File: src/rtl/debug_bus_master.sv
// Debug-port bus master: halts the CPU, owns the memory bus for one write or a 1..256-word read burst, then releases both.
// Latency: single read with HALTED already high = REQ edge + 5 cycles to DONE; each extra burst word adds WAIT_STATES+2 cycles.
// Backpressure: none; REQ is taken only in IDLE and dropped otherwise, and ABORT cancels any bus-owning or halt-waiting phase.
module debug_bus_master #(
    parameter int WAIT_STATES  = 1,
    parameter int HALT_TIMEOUT = 255
) (
    input  logic        CLK,
    input  logic        RESET,
    input  logic        REQ,
    input  logic        REQ_WR,
    input  logic [15:0] REQ_ADDR,
    input  logic [15:0] REQ_WDATA,
    input  logic [7:0]  REQ_LEN,
    input  logic        ABORT,
    output logic        BUSY,
    output logic        DONE,
    output logic        ERR,
    output logic [15:0] RDATA,
    output logic        RDATA_VALID,
    output logic        HALT_REQ,
    input  logic        HALTED,
    output logic        DBG_BUS_EN,
    output logic [15:0] DBG_ADDR,
    output logic [15:0] DBG_DOUT,
    input  logic [15:0] DIN,
    output logic        DBG_RD,
    output logic        DBG_WR
);

    localparam int TW = (HALT_TIMEOUT > 1) ? $clog2(HALT_TIMEOUT) : 1;
    localparam int WW = (WAIT_STATES > 0) ? $clog2(WAIT_STATES + 1) : 1;
    localparam logic [TW-1:0] TLAST = TW'(HALT_TIMEOUT - 1);
    localparam logic [WW-1:0] WLAST = WW'(WAIT_STATES);

    typedef enum logic [2:0] {
        S_IDLE,
        S_HALT_WAIT,
        S_SETUP,
        S_STROBE,
        S_RELEASE
    } state_t;

    state_t        state;
    state_t        state_nxt;
    logic          err_set;
    logic          strobe_last;
    logic          bus_own;

    logic [15:0]   addr;
    logic [15:0]   wdata;
    logic          is_wr;
    logic [7:0]    rem;
    logic [TW-1:0] tcnt;
    logic [WW-1:0] wcnt;
    logic          err;
    logic [15:0]   rdata;
    logic          rdata_vld;

    assign strobe_last = (wcnt == WLAST);

    always_ff @(posedge CLK) begin
        if (!RESET) begin
            state <= S_IDLE;
        end else begin
            state <= state_nxt;
        end
    end

    always_comb begin
        state_nxt = state;
        err_set   = 1'b0;
        case (state)
            S_IDLE: begin
                if (REQ) state_nxt = S_HALT_WAIT;
            end
            S_HALT_WAIT: begin
                // abort beats a late HALTED so a cancelled request never touches the bus
                if (ABORT) begin
                    state_nxt = S_RELEASE;
                    err_set   = 1'b1;
                end else if (HALTED) begin
                    state_nxt = S_SETUP;
                end else if (tcnt == TLAST) begin
                    state_nxt = S_RELEASE;
                    err_set   = 1'b1;
                end
            end
            S_SETUP: begin
                if (ABORT) begin
                    state_nxt = S_RELEASE;
                    err_set   = 1'b1;
                end else begin
                    state_nxt = S_STROBE;
                end
            end
            S_STROBE: begin
                if (ABORT) begin
                    state_nxt = S_RELEASE;
                    err_set   = 1'b1;
                end else if (strobe_last) begin
                    state_nxt = (rem != 8'd0) ? S_SETUP : S_RELEASE;
                end
            end
            S_RELEASE: state_nxt = S_IDLE;
            default:   state_nxt = S_IDLE;
        endcase
    end

    always_ff @(posedge CLK) begin
        if (!RESET) begin
            addr      <= '0;
            wdata     <= '0;
            is_wr     <= 1'b0;
            rem       <= '0;
            tcnt      <= '0;
            wcnt      <= '0;
            err       <= 1'b0;
            rdata     <= '0;
            rdata_vld <= 1'b0;
        end else begin
            rdata_vld <= 1'b0;
            case (state)
                S_IDLE: begin
                    if (REQ) begin
                        addr  <= REQ_ADDR;
                        wdata <= REQ_WDATA;
                        is_wr <= REQ_WR;
                        rem   <= REQ_WR ? 8'd0 : REQ_LEN;
                        err   <= 1'b0;
                        tcnt  <= '0;
                    end
                end
                S_HALT_WAIT: tcnt <= tcnt + 1'b1;
                S_SETUP:     wcnt <= '0;
                S_STROBE: begin
                    // an aborted word is neither captured nor reported
                    if (!ABORT) begin
                        wcnt <= wcnt + 1'b1;
                        if (strobe_last) begin
                            if (!is_wr) begin
                                rdata     <= DIN;
                                rdata_vld <= 1'b1;
                            end
                            if (rem != 8'd0) begin
                                addr <= addr + 16'd1;
                                rem  <= rem - 8'd1;
                            end
                        end
                    end
                end
                default: ;
            endcase
            if (err_set) err <= 1'b1;
        end
    end

    assign bus_own     = (state == S_SETUP) || (state == S_STROBE);
    assign BUSY        = (state != S_IDLE);
    assign DONE        = (state == S_RELEASE);
    assign HALT_REQ    = (state == S_HALT_WAIT) || bus_own;
    assign DBG_BUS_EN  = bus_own;
    assign DBG_ADDR    = bus_own ? addr : 16'h0000;
    assign DBG_DOUT    = bus_own ? wdata : 16'h0000;
    assign DBG_RD      = (state == S_STROBE) && !is_wr;
    assign DBG_WR      = (state == S_STROBE) && is_wr;
    assign ERR         = err;
    assign RDATA       = rdata;
    assign RDATA_VALID = rdata_vld;

endmodule

File: config.mk
export PLATFORM = sky130hd
export DESIGN_NAME = debug_bus_master
export DESIGN_NICKNAME = d
export VERILOG_FILES = /design/src/rtl/debug_bus_master.sv
export SDC_FILE = /design/constraint.sdc
export NUM_CORES = 1
export LEC_CHECK = 0
export CORE_MARGIN = 4
export CORE_UTILIZATION = 43
export DETAILED_ROUTE_END_ITERATION = 8
export PLACE_DENSITY_LB_ADDON = 0.1
export SLEW_MARGIN = 10
export SYNTH_ARGS = -nofsm -noshare
export SYNTH_HDL_FRONTEND = slang
export SYNTH_SLANG_ARGS = --single-unit
export TNS_END_PERCENT = 100
File: constraint.sdc
create_clock -name CLK -period 1.5 [get_ports CLK]
set_input_delay 0.225 -clock CLK [delete_from_list [all_inputs] [get_ports CLK]]
set_output_delay 0.225 -clock CLK [all_outputs]
set_load 0.05 [all_outputs]
==> results.txt <==
run status - complete, but fails checks
violated checks - setup timing
setup total negative slack - -19.54 ns
clock latency of the later-clocked register in the worst-skew pair - 0.36 ns
count of nets after finishing - 777
post-synth net total - 564
IR Drop Worst-Case VDD - 0.537 mV
largest delay contributor family on the critical path - simple AND/OR/NAND/NOR gates
fraction of layout cells with a size suffix above 1 - 0.483
total number of clock tree sinks - 71
CP max FO - 9
R2R Path Start - rem[1]
global-route usage over all layers - 0.263
number of antenna diodes - 0
root buffer cell - clkbuf_8
cell with the biggest individual delay on the critical path - dfxtp_2
startpoint kind of the worst setup timing path - flop
register bit total from synthesis - 71
maximum number of pins on one net before global-route repair - 25
kind of capture point of the worst setup path - output pin
drt pass-1 iters - 4
area taken by multi-input logic gates - 2920 sq um
number of I/O pins - 118
post-detailed-route wirelength per cell - 20.3 um
cell types occupying the most area after synthesis - dfxtp_1 (37%), nand2_1 (9.8%), a21oi_1 (6.7%), and2_1 (6.5%), o21ai_0 (2.1%)
number of global-route vias before repair - 4575
port bufs - 117
overall die height - 103 um
cts bufs inserted - 9
H-tree Lvls - 3
fraction of the core area covered by cells at the end of the flow - 0.848
placer congestion estimate - 0.901
Fmax - 555 MHz
Slew headroom - 0.708
final period utilization - 1.20
total DRC errors in the routed layout - 0
Post-synth EDFFs - 0
most used standard cell by instance count after synthesis - nand2_1
WS Path Type - flop to output pin
most instantiated flip-flop cell in the synthesis netlist - dfxtp_1
number of max-slew violations in the final report - 0
Mapped Avg Cell Area - 7.78 sq um
drt via density - 6.02
Post-Synthesis Cells - 497
synth warn - 0
Via Count - 4958
cells traversed along the worst timing path - buf_6, nor2b_4, buf_6, and2_4, buf_12
Cell Rows - 34
power density over the cells - 734 nW/um^2
post-layout min period - 1.80 ns
Yosys cell types - 66
Hold Crit Start - DIN[14]
top cell types by occurrence after synthesis - nand2_1 (101), dfxtp_1 (71), a21oi_1 (52)
CTS tree - yes
remaining antenna violation count - 0
largest stage delay on the critical path - 0.35 ns
Clk pin slew, worst setup/hold paths - 0.08 ns
Syn Std Cell Area - 3870 sq um
number of buffers and inverters on the critical path - 3
sequential element share of the synthesized area - 0.367
Crit. Startpoint - state[1]
CP most frequent cell - buf_6
Placeable Area - 8720 sq um
post-route cell area - 7400 sq um
placed wire-length estimate - 8980 um
Post-CTS Hold Fix Bufs - 0
count of max-cap constraint violations - 0
area leader, netlist - dfxtp_1
PnR Total Power - 5.43 mW
total count of hold-check failures in the final report - 0
Reg area - 1430 sq um
floorplan die area - 10600 sq um
number of DRC markers in iteration 0 - 318
Async SR Flop Fraction - 0
class of the tightest hold or removal check - input port to flop
Final WS setup - -0.301 ns
x dimension of the die - 103 um
number of placed instances, taps included - 767
total congestion overflow after global routing - 0
fill cell count - 448
wire length of the first global-routing pass - 22100 um
antenna violations before repair - 0
clk buf depth - 2
post-detailed-routing wire length - 16700 um
leakage component of the power - 3.00 nW
worst clock skew - 0.0151 ns
standard cell area after detailed placement - 6100 sq um
initial standard-cell utilization of the core - 0.444
data required time at the worst endpoint - 1.27 ns
growth of design area from synthesis to finish - 91.2%
Worst Max-Slew Pin Slew - 0.436 ns
fraction of synthesized cell area taken by the top area cell type - 0.367
number of cells in the finished layout apart from fillers - 823
CP arrival - 1.58 ns
unrepaired setup endpoints after global routing - true
Final setup viols - 107
-- flip-flops by register name (all words and copies together) (netlist names) --
| name | flops |
|---|---|
| tcnt | 8 |
| ERR | 1 |
| rem | 8 |
| RDATA_VALID | 1 |
| state | 3 |
| wdata | 16 |
| is_wr | 1 |
| RDATA | 16 |
| addr | 16 |
| strobe_last | 1 |
-- layout by cell type (no fill, tap or decap), types with 7 or more instances in the layout --
master           count
and2_4              34
o22ai_1             10
a21oi_1             25
nor2_1              11
nand4_1             10
clkbuf_8            10
nand2_4             14
nor3_1              12
buf_6               28
clkdlybuf4s50_1     61
dfxtp_1             65
buf_12              45
buf_4              100
a21oi_2             27
a22oi_2              7
nand2_1             84
-- cells by family (layout without fill, tap and decap cells) --
group,Yosys count,count (layout),share of synthesized area
AOI/OAI and AO/OA,137,137,0.232
xor gates and xnor gates,1,1,0.00226
adders and majority gates,5,5,0.0162
buffers and inverters,43,261,0.0524
DFF,71,71,0.367
and+or+nand+nor,240,240,0.330
-- layer usage --
layer | track usage | vias up | wire length (um)
li1 | - | 2223 | -
met1 | 0.330 | 2373 | 6180
met2 | 0.455 | 295 | 8460
met3 | 0.0399 | 67 | 1500
met4 | 0.101 | 0 | 605
met5 | 0 | - | 0
-- worst paths after layout --
kind              cells after the start           to  slack, ns
hold / removal                        3    RDATA[14]       0.41
hold reg to reg                       2     RDATA[8]       0.46
setup / recovery                      5  DBG_ADDR[8]      -0.30
setup reg to reg                      6     addr[12]      -0.25
-- power by group --
group          switching, mW  leakage (nW)  internal, mW  total [mW]
Clock                  0.833         0.103         0.823        1.66
Combinational          0.836          2.31         0.859        1.70
Sequential            0.0885         0.582          1.99        2.08
Total                   1.76          3.00          3.67        5.43
-- repair_timing --
item,CTS,global route
pin swaps,26,59
setup endpoints to repair,92,109
resized for setup,103,107
gates cloned,7,2
setup buffers,24,14
-- final cells by class --
| class | count | share of cell area |
|---|---|---|
| clock inverters | 6 | 0.00930 |
| repair buffers | 240 | 0.364 |
| flip-flops and latches | 71 | 0.194 |
| inverters | 5 | 0.00254 |
| multi-input cells | 383 | 0.394 |
| well taps | 108 | 0.0183 |
| clock buffers | 10 | 0.0186 |
-- worst min-delay path, stage by stage --
cell	delay (ns)
clkdlybuf4s50_1	0.39
nand2_1	0.05
a21oi_1	0.05
-- metrics by stage --
| stage | hold slack (ns) | worst slack (ns) |
|---|---|---|
| after floorplan | 0.361 | -0.00191 |
| after global placement | 0.438 | -0.353 |
| after detailed placement | 0.445 | -0.364 |
| after CTS | 0.405 | -0.245 |
| after global routing | 0.404 | -0.318 |
| final | 0.409 | -0.301 |
Power figures use the tool's default switching activity.
